File: config.mk
export PLATFORM = sky130hd
export DESIGN_NAME = ahb_bus_arbiter
export DESIGN_NICKNAME = d
export VERILOG_FILES = /design/src/rtl/ahb_pkg.sv /design/src/rtl/ahb_bus_arbiter_rr_pick.sv /design/src/rtl/ahb_bus_arbiter.sv
export SDC_FILE = /design/constraint.sdc
export NUM_CORES = 1
export LEC_CHECK = 0
export ABC_AREA = 1
export CAP_MARGIN = 5
export CELL_PAD_IN_SITES_DETAIL_PLACEMENT = 1
export CELL_PAD_IN_SITES_GLOBAL_PLACEMENT = 1
export CORE_MARGIN = 3
export CORE_UTILIZATION = 40
export DETAILED_ROUTE_END_ITERATION = 16
export PLACE_DENSITY = 0.91
export SYNTH_ARGS = -nofsm -noshare
export SYNTH_HDL_FRONTEND = slang
export SYNTH_HIERARCHICAL = 1
export SYNTH_SLANG_ARGS = --single-unit
File: constraint.sdc
create_clock -name clk -period 4.7 [get_ports clk]
set_input_delay 0.94 -clock clk [delete_from_list [all_inputs] [get_ports clk]]
set_output_delay 0.94 -clock clk [all_outputs]
set_load 0.1 [all_outputs]
File: src/rtl/ahb_pkg.sv
// Shared types and constants for the AHB-lite bus arbiter and its helpers.
package ahb_pkg;

  typedef enum logic [1:0] {
    IDLE  = 2'd0,
    OWN   = 2'd1,
    DRAIN = 2'd2
  } arb_state_t;

  localparam int MAX_MASTERS = 8;

  // AHB-lite bus widths shared with the rest of the ahb_lite_top slice
  localparam int HADDR_W  = 32;
  localparam int HDATA_W  = 32;
  localparam int HTRANS_W = 2;
  localparam int HSIZE_W  = 3;

endpackage

File: src/rtl/ahb_bus_arbiter_rr_pick.sv
// Combinational round-robin picker: first requester after last_owner, wrapping.
module rr_pick #(
  parameter  int NUM_MASTERS = 3,
  localparam int MW          = $clog2(NUM_MASTERS)
) (
  input  logic [NUM_MASTERS-1:0] req,
  input  logic [MW-1:0]          last_owner,
  output logic [MW-1:0]          winner,
  output logic                   valid
);

  logic [2*NUM_MASTERS-1:0] req_dbl;
  logic [NUM_MASTERS-1:0]   req_rot;
  logic [MW:0]              start;
  logic [MW-1:0]            offset;
  logic [MW+1:0]            sum;

  // Rotating a doubled copy puts the search start at bit 0, so the lowest
  // set bit of req_rot is the round-robin winner's distance from start.
  always_comb begin
    start   = {1'b0, last_owner} + (MW+1)'(1);
    req_dbl = {req, req};
    req_rot = NUM_MASTERS'(req_dbl >> start);
    valid   = 1'b0;
    offset  = '0;
    for (int k = NUM_MASTERS - 1; k >= 0; k--) begin
      if (req_rot[k]) begin
        valid  = 1'b1;
        offset = MW'(k);
      end
    end
    sum    = (MW+2)'(start) + (MW+2)'(offset);
    winner = (sum >= (MW+2)'(NUM_MASTERS)) ? MW'(sum - (MW+2)'(NUM_MASTERS))
                                           : MW'(sum);
  end

endmodule

File: src/rtl/ahb_bus_arbiter.sv
// Round-robin AHB-lite arbiter with bounded tenure and a data-phase owner index.
//   state | meaning
//   IDLE  | no grant
//   OWN   | one master granted
//   DRAIN | grant released, last data phase pending
module ahb_bus_arbiter
  import ahb_pkg::*;
#(
  parameter  int NUM_MASTERS = 3,
  parameter  int MAX_HOLD    = 16,
  localparam int MW          = $clog2(NUM_MASTERS)
) (
  input  logic                   clk,
  input  logic                   rst,
  input  logic [NUM_MASTERS-1:0] hbusreq_i,
  input  logic                   haddr_ctrl_i,
  input  logic                   hready_i,
  output logic [NUM_MASTERS-1:0] hgrant_o,
  output logic [MW-1:0]          hmaster_o,
  output logic [MW-1:0]          hmaster_data_o,
  output logic                   bus_busy_o
);

  localparam int HW = (MAX_HOLD > 1) ? $clog2(MAX_HOLD) : 1;

  arb_state_t             state, state_nxt;
  logic [HW-1:0]          hold_cnt, hold_nxt;
  logic [MW-1:0]          last_owner, last_nxt;
  logic [MW-1:0]          hmaster_nxt, hmaster_data_nxt;
  logic [NUM_MASTERS-1:0] grant_nxt;
  logic [MW-1:0]          pick_winner;
  logic                   pick_valid;
  logic                   owner_req, others_req, hold_max;
  logic                   take_grant, drop_grant;

  rr_pick #(.NUM_MASTERS(NUM_MASTERS)) u_rr_pick (
    .req        (hbusreq_i),
    .last_owner (last_owner),
    .winner     (pick_winner),
    .valid      (pick_valid)
  );

  assign owner_req  = hbusreq_i[hmaster_o];
  assign others_req = |(hbusreq_i & ~hgrant_o);
  assign hold_max   = (hold_cnt == HW'(MAX_HOLD - 1));

  always_ff @(posedge clk) begin
    if (rst) begin
      state          <= IDLE;
      hold_cnt       <= '0;
      last_owner     <= MW'(NUM_MASTERS - 1);
      hgrant_o       <= '0;
      hmaster_o      <= '0;
      hmaster_data_o <= '0;
      bus_busy_o     <= 1'b0;
    end else begin
      state          <= state_nxt;
      hold_cnt       <= hold_nxt;
      last_owner     <= last_nxt;
      hgrant_o       <= grant_nxt;
      hmaster_o      <= hmaster_nxt;
      hmaster_data_o <= hmaster_data_nxt;
      bus_busy_o     <= (state_nxt != IDLE);
    end
  end

  always_comb begin
    state_nxt  = state;
    take_grant = 1'b0;
    drop_grant = 1'b0;
    if (hready_i) begin
      case (state)
        IDLE, DRAIN: begin
          if (pick_valid) begin
            state_nxt  = OWN;
            take_grant = 1'b1;
          end else begin
            state_nxt = IDLE;
          end
        end
        OWN: begin
          // With the owner's request gone, any valid pick is another master.
          if (!owner_req) begin
            if (pick_valid) begin
              take_grant = 1'b1;
            end else begin
              drop_grant = 1'b1;
              state_nxt  = haddr_ctrl_i ? DRAIN : IDLE;
            end
          end else if (hold_max && others_req && !haddr_ctrl_i) begin
            take_grant = 1'b1;
          end
        end
        default: state_nxt = IDLE;
      endcase
    end
  end

  always_comb begin
    grant_nxt        = hgrant_o;
    hmaster_nxt      = hmaster_o;
    last_nxt         = last_owner;
    hold_nxt         = hold_cnt;
    hmaster_data_nxt = (hready_i && haddr_ctrl_i) ? hmaster_o : hmaster_data_o;
    if (take_grant) begin
      grant_nxt   = NUM_MASTERS'(1) << pick_winner;
      hmaster_nxt = pick_winner;
      last_nxt    = pick_winner;
      hold_nxt    = '0;
    end else if (drop_grant) begin
      grant_nxt = '0;
      hold_nxt  = '0;
    end else if (hready_i && (state == OWN) && !hold_max) begin
      hold_nxt = hold_cnt + HW'(1);
    end
  end

endmodule

## Word-level counts from Yosys, hierarchy flattened

Cells that the tools add are included.

- Register bits: 16
- Input bits: 7
- Output and inout bits: 8
- Logic and storage cells: 59

- Add/sub/neg operators: 4
- Order comparisons: 2
- Eq/ne operators: 3
- Shift operators: 2
- Muxes and demuxes: 26
- Bitwise gates (word level): 2
- Reduce and logical (&&, ||, !) cells: 13

Operators with widths:

| operator | number |
|---|---|
| $mux 2 | 8 |
| $mux 1 | 13 |
| $mux 3 | 2 |
| $reduce_or 3->1 | 2 |
| $shr 6x3->3 | 1 |
| $logic_and 1x1->1 | 5 |
| $add 3x2->4 | 1 |
| $add 4x1->4 const B | 1 |
| $eq 4x4->1 const B | 1 |
| $ge 4x2->1 const B | 1 |
| $pmux 2 s2 | 1 |
| $reduce_bool 2->1 | 2 |
| $add 2x1->3 const B | 1 |
| $and 3x3->3 | 1 |
| $lt 2x3->1 const B | 1 |
| $not 3->3 | 1 |
| $shl 1x2->3 const A | 1 |
| $bmux 1 s2 | 1 |
| $eq 2x1->1 const B | 1 |
| $eq 2x2->1 const B | 1 |
| $logic_not 1->1 | 2 |
| $logic_not 2->1 | 1 |
| $pmux 1 s2 | 1 |
| $reduce_or 2->1 | 1 |
| $sub 2x2->2 const B | 1 |

## Longest topological paths before layout

- Depth in word-level cells: 11
- Depth in mapped cells: 15
- Mapped depth without buffers: 15

## By module

The synthesis kept the hierarchy.

Modules (own cells, without submodules):

| module | instances | cells an instance | area an instance (µm²) | seq. area each (µm²) |
|---|---|---|---|---|
| ahb_bus_arbiter | 1 | 103 | 784.5 | 300.3 |
| rr_pick | 1 | 31 | 175.2 | 0.0 |

## Worst setup path after synthesis

No wires, ideal clock.

- Path type: in2reg
- From: input hbusreq_i[2]
- To: register hgrant_o[0]
- Setup time: 0.117 ns
- Data arrival time: 2.656 ns
- Data required time: 4.583 ns
- Path slack: 1.927 ns
- Stages: 13
- Buffers on the path: 0
- Path through: nand2_1 -> nand3_1 -> nand2_2 -> nand3_1 -> ha_1 -> inv_1 -> fa_1 -> ha_1 -> nor2_1 -> xor2_1 -> inv_1 -> nand4_1 -> o21ai_2

- Cells in the longest elaborated chain, start to end: 9
- Elaborated cells between the ends (all ways): 29
- Classes of those cells: add/sub: 2; order compare: 1; shift: 2; mux: 19; bitwise: 1; reduce/logical: 4

Ends and longest elaborated chain:

| what | line | text |
|---|---|---|
| start, declared | ahb_bus_arbiter.sv:15 | `input logic [NUM_MASTERS-1:0] hbusreq_i,` |
| $shr 6x3->3 * | ahb_bus_arbiter_rr_pick.sv:23 | `req_rot = NUM_MASTERS'(req_dbl >> start);` |
| $mux 2 (2 in series) | ahb_bus_arbiter_rr_pick.sv:27 | `if (req_rot[k]) begin` |
| $mux 2 * | ahb_bus_arbiter_rr_pick.sv:27 |  |
| $add 3x2->4 * | ahb_bus_arbiter_rr_pick.sv:32 | `sum = (MW+2)'(start) + (MW+2)'(offset);` |
| $ge 4x2->1 | ahb_bus_arbiter_rr_pick.sv:33 | `winner = (sum >= (MW+2)'(NUM_MASTERS)) ? MW'(sum - (MW+2)'(NUM_MASTERS))` |
| $mux 2 * | ahb_bus_arbiter_rr_pick.sv:33 |  |
| net pick_winner[0] | ahb_bus_arbiter.sv:31 | `logic [MW-1:0] pick_winner;` |
| $shl 1x2->3 * | ahb_bus_arbiter.sv:106 | `grant_nxt = NUM_MASTERS'(1) << pick_winner;` |
| $mux 3 * | ahb_bus_arbiter.sv:105 | `if (take_grant) begin` |
| end signal, assigned | ahb_bus_arbiter.sv:60 | `hgrant_o <= grant_nxt;` |
| end, declared | ahb_bus_arbiter.sv:18 | `output logic [NUM_MASTERS-1:0] hgrant_o,` |

The timed path passes the listed nets; every way through them passes the cells marked *. The select of a mux whose other input is x is not followed.
A chain may end at the register's enable or synchronous reset.

## Worst setup path in the final report

Same ends and word-level chain as after synthesis.

==> metrics.txt <==
RSZ-0062 raised after global routing=no; met2 WL=around 1300 um; Post-Syn Instances=around 130; Storage cell area=between 300 and 400 um2; Final setup viols=0; Post-Layout Inst Area=roughly 0.0012 mm2; GRT overflow=0; Via-to-Cell Ratio=a little over 5; number of global-route vias before repair=~940; DR pass1 iterations=4; Adder-Cell Fraction of Synth Area=6.00%; CP max FO=4; Root Driver=clkbuf_4; slowest CP cell=clkdlybuf4s50_1; met3 wire len=73 um; Die Ht=about 55 um; post-detail-place hpwl=roughly 2000 um; CTS tree=done; post-DR wirelength/cell=roughly 13 um; fin nets=163; Clock Path Buffers=2; worst-margin pin slew=0.988 ns; Final Cycle Share=68.3%; # diodes=0; Layout area overhead=20.2%; GRT Total Usage=18.8%; Setup crit start kind=primary input; PortBufs=14; Post-CTS Setup Bufs=0; Worst-path clk slew=approximately 0.09 ns; M1 WL=~970 um; Die Wd=~55 um; initial antenna violation count=0; Hold Buf Count CTS=0; Max Used Layer=met4; setup total negative slack=0 ns; min cycle time layout=3.21 ns; TritonCTS Sinks=15; fmax=about 310 MHz; first-pass GRT wire length=approximately 4000 um; total routed wirelength=about 2400 um; multi-input logic area=roughly 560 um2; share of layout cells above drive strength 1=19.2%; Via Count=between 900 and 1000; complex-gate fraction of the synthesized area=about a tenth; Max transition margin=33.9%; Initial Util=a little over two fifths; mux contribution to synthesized area=0%; total core area=roughly 0.0023 mm2; Setup Skew=0.00369 ns; ANT nets after route=0; slowest stage delay, CP=between 0.5 and 0.6 ns; worst skew pair latency=0.29 ns; Fin. Hold Viols=0; mean post-synth cell area=about 7.2 um2; status=completed; worst path cell trace=clkdlybuf4s50_1 -> nand2_1 -> nand3_1 -> nand2_2 -> nand3_1 -> ha_1 -> inv_1 -> fa_1 -> ha_1 -> nor2_1 -> xor2_1 -> inv_1 -> nand4_1 -> o21ai_2; worst path arrival time=around 3.4 ns; R2R Setup Slk=between 2 and 2.5 ns; GP Congestion=0.858; number of remaining DRC errors=0; Ports=15; synthesized cell area=960 um2; Post-CTS Resized=0; Post-Syn Nets=145; Worst Setup End Kind=flop; commonest non-fill, non-tap cell in the layout=nand2_1; worst hold path class=flop to flop; H-tree Lvls=1; xor/xnor cell area share of the yosys netlist=around 1.8%; largest family of logic cells by synthesized area=simple AND/OR/NAND/NOR gates; Synth cell types=26; simple-gate share of the synthesized area=between 40% and 50%; First DRT Iteration DRCs=10; worst hold slack=0.505 ns; Syn. warnings=6; worst path required time=just under 5 ns; Rows=17; fill count=approximately 310; MaxCap Viol Count=0; leading cell types in the layout, fill and taps excluded=nand2_1, inv_1, dfxtp_1; CTS buffer count=3; post-synthesis sequential area ratio=a little under a third; Yosys reg bits=15; Slew Viols, Final=0; Cell Area, Placed=between 0.001 and 0.0015 mm2; Setup CP Type=primary input to flop; largest net degree at the start of global routing=9; Die ar.=around 0.0030 mm2
-- per-stage QoR --
stage | util [%] | setup WS, ns | cells
after floorplan | - | 1.93 | 134
after global placement | 50.0 | 1.33 | 175
after detailed placement | 50.0 | 1.17 | 175
after CTS | 51.2 | 1.47 | 179
after global routing | 51.2 | 1.31 | 179
final | 51.2 | 1.49 | 179
-- cell families after synthesis --
logic type	count (synthesis)
flops	15
buf+inv	25
xor+xnor	2
simple gates	72
compound gates	16
fa+ha+maj	4
-- final timing paths --
path | to | from | cells past startpoint
setup / recovery | hgrant_o[0]$_SDFFE_PP0P_ | hbusreq_i[2] | 14
setup reg to reg | hgrant_o[0]$_SDFFE_PP0P_ | hmaster_o[0]$_SDFFE_PP0P_ | 14
hold reg to reg | hold_cnt[1]$_SDFFE_PP0P_ | hold_cnt[1]$_SDFFE_PP0P_ | 2
hold / removal | hold_cnt[1]$_SDFFE_PP0P_ | hold_cnt[1]$_SDFFE_PP0P_ | 2
-- flip-flops by register name (all words and copies together), names as in the netlist --
name / count
bus_busy_o: 1
hgrant_o: 3
hmaster_data_o: 2
hmaster_o: 2
hold_cnt: 4
last_owner: 1
state: 2
-- critical path: cells and delay by family --
family	cells	cell delay, ns
fa+ha+maj	3	0.84
buf+inv	3	0.68
simple gates	6	0.65
xor+xnor	1	0.24
compound gates	1	0.05
-- final cells by class --
cell class                 instances  share of cell area, %
clock buffer                       4                   2.28
inverter                          24                   8.03
tap                               28                   3.04
multi-input combinational         94                   48.5
timing repair buffer              14                   12.1
sequential                        15                   26.0
-- metal layers --
layer / vias up / GRT usage (%)
li1: 460 / -
met1: 436 / 20.5
met2: 17 / 34.1
met3: 9 / 2.68
met4: 0 / 10.9
met5: - / 0
-- cells in the mapped netlist --
cell	number	area (um2)
nand3_1	13	65.1
nand2_2	5	31.3
buf_4	1	7.51
o21ai_2	3	26.3
inv_2	3	11.3
nand2_1	31	116
nor2_1	6	22.5
dfxtp_1	15	300
ha_1	3	37.5
or2_1	1	6.26
a21oi_1	4	20.0
and2_1	1	6.26
xnor2_1	1	8.76
o21ai_1	2	10.0
nand2_4	2	22.5
fa_1	1	20.0
nor2_2	3	18.8
a21oi_2	2	17.5
o21ai_0	5	25.0
inv_1	20	75.1
xor2_1	1	8.76
nand3_2	5	50.1
nor3_2	1	10.0
nand4_1	3	18.8
inv_4	1	6.26
nand3_4	1	17.5
Power is left out: the tool's default activity adds up to more than one toggle a clock period on the data nets, which glitch-free logic cannot reach.
